==> src/rtl/fetch_ctrl_if.sv <==
// Fetch/decode boundary bundle: fetch-side inputs, PC steering outputs and the
// IF/ID register contents exposed to decode.
interface fetch_ctrl_if #(
  parameter int CNT_W = 16
);
  logic [15:0]      instruc;
  logic [15:0]      seq_PC;
  logic             late_rst;
  logic             stall;
  logic             redirect;
  logic [15:0]      redirect_PC;
  logic             en_PC;
  logic             branch;
  logic [15:0]      branch_PC;
  logic [15:0]      id_instr;
  logic [15:0]      id_seq_PC;
  logic             id_valid;
  logic             halted;
  logic [CNT_W-1:0] flush_cnt;

  modport master (
    output instruc, seq_PC, late_rst, stall, redirect, redirect_PC,
    input  en_PC, branch, branch_PC, id_instr, id_seq_PC, id_valid, halted, flush_cnt
  );

  modport slave (
    input  instruc, seq_PC, late_rst, stall, redirect, redirect_PC,
    output en_PC, branch, branch_PC, id_instr, id_seq_PC, id_valid, halted, flush_cnt
  );
endinterface

==> src/rtl/fetch_ctrl.sv <==
// Fetch-stage consumer controller: steers the fetch PC and owns the IF/ID
// register across boot, stalls, EX redirects and HALT drain.
module fetch_ctrl #(
  parameter int          DRAIN_DEPTH = 3,
  parameter logic [15:0] NOP_INSTR   = 16'h0800,
  parameter int          CNT_W       = 16
) (
  input  logic         clk,
  input  logic         rst,
  fetch_ctrl_if.slave  bus
);

  localparam logic [1:0] S_BOOT   = 2'd0;
  localparam logic [1:0] S_RUN    = 2'd1;
  localparam logic [1:0] S_DRAIN  = 2'd2;
  localparam logic [1:0] S_HALTED = 2'd3;

  localparam int             DCW        = (DRAIN_DEPTH > 1) ? $clog2(DRAIN_DEPTH) : 1;
  localparam logic [DCW-1:0] DRAIN_LAST = DCW'(DRAIN_DEPTH - 1);

  logic [1:0]       state_q, state_d;
  logic [15:0]      instr_q, instr_d;
  logic [15:0]      spc_q, spc_d;
  logic             valid_q, valid_d;
  logic [DCW-1:0]   cnt_q, cnt_d;
  logic [CNT_W-1:0] flush_q, flush_d;
  logic             en_pc;
  logic             is_halt;

  function automatic logic [CNT_W-1:0] sat_inc(input logic [CNT_W-1:0] v);
    return (&v) ? v : v + CNT_W'(1);
  endfunction

  assign is_halt = (bus.instruc[15:11] == 5'b00000);

  always_comb begin
    state_d = state_q;
    instr_d = instr_q;
    spc_d   = spc_q;
    valid_d = valid_q;
    cnt_d   = cnt_q;
    flush_d = flush_q;
    en_pc   = 1'b0;
    case (state_q)
      S_BOOT: begin
        if (bus.late_rst) state_d = S_RUN;
      end
      S_RUN: begin
        if (bus.redirect) begin
          en_pc   = 1'b1;
          instr_d = NOP_INSTR;
          valid_d = 1'b0;
          flush_d = sat_inc(flush_q);
        end else if (!bus.stall) begin
          instr_d = bus.instruc;
          spc_d   = bus.seq_PC;
          valid_d = 1'b1;
          // PC parks on the HALT so fetch keeps presenting it while we drain
          if (is_halt) begin
            cnt_d   = '0;
            state_d = S_DRAIN;
          end else begin
            en_pc = 1'b1;
          end
        end
      end
      S_DRAIN: begin
        en_pc = bus.redirect;
        if (bus.redirect) begin
          instr_d = NOP_INSTR;
          valid_d = 1'b0;
          flush_d = sat_inc(flush_q);
          cnt_d   = '0;
          state_d = S_RUN;
        end else if (!bus.stall) begin
          instr_d = NOP_INSTR;
          valid_d = 1'b0;
          if (cnt_q == DRAIN_LAST) state_d = S_HALTED;
          else                     cnt_d   = cnt_q + DCW'(1);
        end
      end
      S_HALTED: begin
        instr_d = NOP_INSTR;
        valid_d = 1'b0;
      end
      default: state_d = S_BOOT;
    endcase
  end

  always_ff @(posedge clk) begin
    if (rst) begin
      state_q <= S_BOOT;
      instr_q <= NOP_INSTR;
      spc_q   <= '0;
      valid_q <= 1'b0;
      cnt_q   <= '0;
      flush_q <= '0;
    end else begin
      state_q <= state_d;
      instr_q <= instr_d;
      spc_q   <= spc_d;
      valid_q <= valid_d;
      cnt_q   <= cnt_d;
      flush_q <= flush_d;
    end
  end

  assign bus.en_PC     = en_pc;
  assign bus.branch    = bus.redirect & (state_q != S_HALTED);
  assign bus.branch_PC = bus.redirect_PC;
  assign bus.id_instr  = instr_q;
  assign bus.id_seq_PC = spc_q;
  assign bus.id_valid  = valid_q;
  assign bus.halted    = (state_q == S_HALTED);
  assign bus.flush_cnt = flush_q;

endmodule

==> src/flat_wrapper.sv <==
// flat-port wrapper written by rule: the top's interface ports become plain ports
module fetch_ctrl_flat 
#(
  parameter int          DRAIN_DEPTH = 3,
  parameter logic [15:0] NOP_INSTR   = 16'h0800,
  parameter int          CNT_W       = 16
)
  (clk, rst, bus_instruc, bus_seq_PC, bus_late_rst, bus_stall, bus_redirect, bus_redirect_PC, bus_en_PC, bus_branch, bus_branch_PC, bus_id_instr, bus_id_seq_PC, bus_id_valid, bus_halted, bus_flush_cnt);
  fetch_ctrl_if #(.CNT_W(CNT_W)) bus_i ();
  input  logic clk;
  input  logic rst;
  input wire logic [$bits(bus_i.instruc)-1:0] bus_instruc;
  input wire logic [$bits(bus_i.seq_PC)-1:0] bus_seq_PC;
  input wire logic [$bits(bus_i.late_rst)-1:0] bus_late_rst;
  input wire logic [$bits(bus_i.stall)-1:0] bus_stall;
  input wire logic [$bits(bus_i.redirect)-1:0] bus_redirect;
  input wire logic [$bits(bus_i.redirect_PC)-1:0] bus_redirect_PC;
  output wire logic [$bits(bus_i.en_PC)-1:0] bus_en_PC;
  output wire logic [$bits(bus_i.branch)-1:0] bus_branch;
  output wire logic [$bits(bus_i.branch_PC)-1:0] bus_branch_PC;
  output wire logic [$bits(bus_i.id_instr)-1:0] bus_id_instr;
  output wire logic [$bits(bus_i.id_seq_PC)-1:0] bus_id_seq_PC;
  output wire logic [$bits(bus_i.id_valid)-1:0] bus_id_valid;
  output wire logic [$bits(bus_i.halted)-1:0] bus_halted;
  output wire logic [$bits(bus_i.flush_cnt)-1:0] bus_flush_cnt;
  assign bus_i.instruc = bus_instruc;
  assign bus_i.seq_PC = bus_seq_PC;
  assign bus_i.late_rst = bus_late_rst;
  assign bus_i.stall = bus_stall;
  assign bus_i.redirect = bus_redirect;
  assign bus_i.redirect_PC = bus_redirect_PC;
  assign bus_en_PC = bus_i.en_PC;
  assign bus_branch = bus_i.branch;
  assign bus_branch_PC = bus_i.branch_PC;
  assign bus_id_instr = bus_i.id_instr;
  assign bus_id_seq_PC = bus_i.id_seq_PC;
  assign bus_id_valid = bus_i.id_valid;
  assign bus_halted = bus_i.halted;
  assign bus_flush_cnt = bus_i.flush_cnt;
  fetch_ctrl #(.DRAIN_DEPTH(DRAIN_DEPTH), .NOP_INSTR(NOP_INSTR), .CNT_W(CNT_W)) u_core (.clk(clk), .rst(rst), .bus(bus_i));
endmodule
==> config.mk <==
export PLATFORM = sky130hd
export DESIGN_NAME = fetch_ctrl_flat
export DESIGN_NICKNAME = d
export VERILOG_FILES = /design/src/rtl/fetch_ctrl_if.sv /design/src/rtl/fetch_ctrl.sv /design/src/flat_wrapper.sv
export SDC_FILE = /design/constraint.sdc
export NUM_CORES = 1
export LEC_CHECK = 0
export BUFFER_PORTS_ARGS = -buffer_cell sky130_fd_sc_hd__buf_2
export CAP_MARGIN = 20
export CORE_MARGIN = 8
export CORE_UTILIZATION = 45
export CTS_CLUSTER_DIAMETER = 80
export CTS_CLUSTER_SIZE = 20
export DETAILED_ROUTE_END_ITERATION = 10
export PLACE_DENSITY_LB_ADDON = 0.1
export SETUP_SLACK_MARGIN = 0.02
export SKIP_LAST_GASP = 1
export SLEW_MARGIN = 10
export SYNTH_ARGS = -nofsm -noshare
export SYNTH_HDL_FRONTEND = slang
export SYNTH_SLANG_ARGS = --single-unit
==> constraint.sdc <==
create_clock -name clk -period 4.5 [get_ports clk]
set_input_delay 0.45 -clock clk [delete_from_list [all_inputs] [get_ports clk]]
set_output_delay 0.45 -clock clk [all_outputs]
set_load 0.1 [all_outputs]
==> results by group <==
Route
  • Detailed Route Iter0 Violations: 63
  • DR WL/cell: 14.3 um
  • WL final: 6.26 mm
  • Vias per std cell: 5.26
  • Antenna Nets Post-Route: 0
  • Vias post-DR: 2311
  • DR DRC count: 0
  • Drt first pass iters: 4

Setup path
  • Worst r2r dst: u_core.bus.id_instr[11]
  • CP cell instances: inv_1, ha_1, or2_2, a2111oi_4, a22o_1, nand2_1
  • Req. time, crit path: 4.69 ns
  • Setup CP Type: reg2reg
  • CP max stage cell: a2111oi_4
  • Startpoint Class: flop
  • CP Capture Type: flop
  • Worst reg2reg path depth: 6
  • Max incr delay on CP: 0.91 ns
  • Launch point of the worst reg-to-reg path: u_core.state_q[0]
  • Crit path arrival time: 2.62 ns
  • Flop2flop setup slack: 2.07 ns
  • Worst Path Max Fanout: 17

Global route
  • Initial antenna violation count: 0
  • Total GRT Usage: 14.6%
  • First-pass GRT wire length: 10.5 mm
  • Pin count of the biggest net entering global routing: 59
  • Vias in the first global route: 2307
  • GRT overflow: 0

STA
  • Unrepaired setup endpoints after global routing: no
  • Setup Skew: 0.00435 ns
  • Max_slew headroom: 28.7%
  • Fin. max-slew vios: 0
  • Max Freq: 412 MHz
  • Final Critical Period: 2.43 ns
  • Setup TNS: 0 ns
  • Worst Max-Slew Pin Slew: 1.07 ns
  • Final setup viols: 0
  • Crit share post-route: 53.9%
  • Final hold vios: 0
  • Min Hold Slack: 0.375 ns

Die
  • Core area: 0.00578 mm2
  • I/O pins: 121
  • Chip width: 92.4 um
  • Starting density of the core: 45.5%
  • Die H: 92.4 um
  • Die Area: 0.00854 mm2
  • Row count: 28

CTS
  • Clk slew on worst S/H paths: 0.09 ns
  • Number of gates resized after cts: 0
  • Hold Buf Count CTS: 0
  • CTS tree: yes
  • Clock H-tree levels: 2
  • Post-CTS Setup Inserts: 0
  • Num CTS Buffers: 5
  • CTS root buf: clkbuf_8
  • Clk sink count: 53
  • Latest clock arrival within the worst-skew pair: 0.30 ns
  • Bufs on Longest Clock Path: 2

Final layout
  • N_diodes: 0
  • Layout cells sized above 1: 31.0%
  • Nets: 424
  • Most frequent cells in the layout: buf_2, dfxtp_1, nand2_1
  • Area growth from synthesis to layout: 16.1%
  • Fillers: 579
  • Finished Layout Cells: 439
  • Final instance area: 0.00305 mm2
  • Most common cell after layout, fill and taps aside: buf_2

Logic synthesis
  • Post-synth cell types: 45
  • YS warnings: 0
  • Synth Flop Type: dfxtp_1
  • Post-synth EDFFs: 0
  • Synthesized area: 0.00263 mm2
  • Synth top area share: 40.4%
  • Syn Inst Count: 302
  • Post-synthesis register bit count: 53
  • Syn Area/Cell: 8.70 um2
  • Largest cells by area after synthesis: dfxtp_1, nand2_1, a21oi_1, buf_4, a22oi_1
  • Async SR Flop Fraction: 0%
  • Area leader, netlist: dfxtp_1
  • Syn Nets: 363
  • Seq/Total Area, Yosys: 40.4%

Status
  • Status: completed

Worst hold path
  • Worst min-delay path class: in2reg
  • Hold path start: bus_seq_PC[10]
  • Hold EP: u_core.bus.id_seq_PC[10]
  • Worst hold stages: 3

Placed design
  • Port-buffer cells: 88
  • Placed cells: 431
  • DP Area: 0.00294 mm2
  • DP HPWL: 4.49 mm
  • Gp weighted congestion: 0.813

Power
  • VDD IR-drop max: 0.000222 V
  • Pleak: 1.34 nW
  • P per Cell Area: 443 mW/mm2

Run
  • Max_cap viols: 0
sequential cells by signal, summed over array words and instances (netlist names):
name and cells:
u_core.bus.flush_cnt 16, u_core.bus.id_instr 16, u_core.bus.id_seq_PC 16, u_core.cnt_q 2, u_core.state_q 2, u_core.bus.id_valid 1
synthesized netlist by cell type, types with 2 or more instances:
master / n
dfxtp_1: 53
nand2_1: 41
a21oi_1: 30
nor2_1: 26
buf_4: 18
a22oi_1: 15
clkbuf_1: 11
o31ai_1: 11
inv_1: 10
nor2b_1: 9
or4_1: 9
ha_1: 8
nand3_1: 7
nand4_1: 5
o21ai_0: 5
buf_6: 4
mux2_4: 4
a21boi_0: 3
a21oi_2: 3
and3_1: 3
mux2_2: 2
nor3_1: 2
logic make-up after synthesis:
logic type,share of synthesized area (%)
muxes,3.52
buffers and inverters,10.2
adders and majority gates,3.81
AOI/OAI and AO/OA,20.0
DFF,40.4
and+or+nand+nor,22.0
cell type report:
| cell class | instances | area [um2] | share of cell area [%] |
|---|---|---|---|
| clock buffers | 7 | 86.3 | 2.83 |
| clock inverters | 1 | 30.0 | 0.984 |
| inverters | 11 | 41.3 | 1.35 |
| multi-input cells | 204 | 1300 | 42.6 |
| flip-flops and latches | 53 | 1060 | 34.8 |
| well taps | 75 | 93.8 | 3.08 |
| repair buffers | 88 | 440 | 14.4 |
per-layer routing:
metal  part of all wire (%)  global-route usage [%]  wire length [um]
met1                     44                    16.3              2780
met2                     48                    25.1              3010
met3                    6.1                    4.94               382
met4                    1.3                    5.23                80
met5                      0                       0                 0
worst max-delay path by stage:
stage                            startpoint                 endpoint  slack, ns  cells after the start
after floorplan           u_core.state_q[0]               bus_branch       1.73                      2
after global placement    u_core.state_q[0]  u_core.bus.id_instr[11]       2.16                      6
final                     u_core.state_q[0]  u_core.bus.id_instr[11]       2.07                      6
after global routing      u_core.state_q[1]  u_core.bus.id_instr[14]       1.87                      6
after detailed placement  u_core.state_q[0]  u_core.bus.id_instr[11]       2.10                      6
after CTS                 u_core.state_q[1]                bus_en_PC       2.07                      6
power by group:
group          internal, mW  switching, mW
combinational         0.109          0.386
sequential            0.503         0.0208
clock                 0.182          0.153
total                 0.794          0.559
per-stage QoR:
| step | utilization (%) | worst slack [ns] | power, mW |
|---|---|---|---|
| 2_1_floorplan | - | 1.73 | 1.02 |
| 3_3_place_gp | 50.8 | 2.16 | 1.03 |
| 3_5_place_dp | 50.8 | 2.10 | 1.03 |
| 4_1_cts | 52.8 | 2.07 | 1.37 |
| 5_1_grt | 52.8 | 1.87 | 1.42 |
| 6_report | 52.8 | 2.07 | 1.35 |
worst max-delay path: cells and delay by family (launching register included):
kind	cells	cell delay, ns
AND/OR/NAND/NOR	2	0.38
flip-flops	1	0.41
buffers and inverters	1	0.10
AO/OA/AOI/OAI	2	1.15
adder cells (fa/ha/maj)	1	0.26
Note: power is estimated with default switching activity, not from simulation.
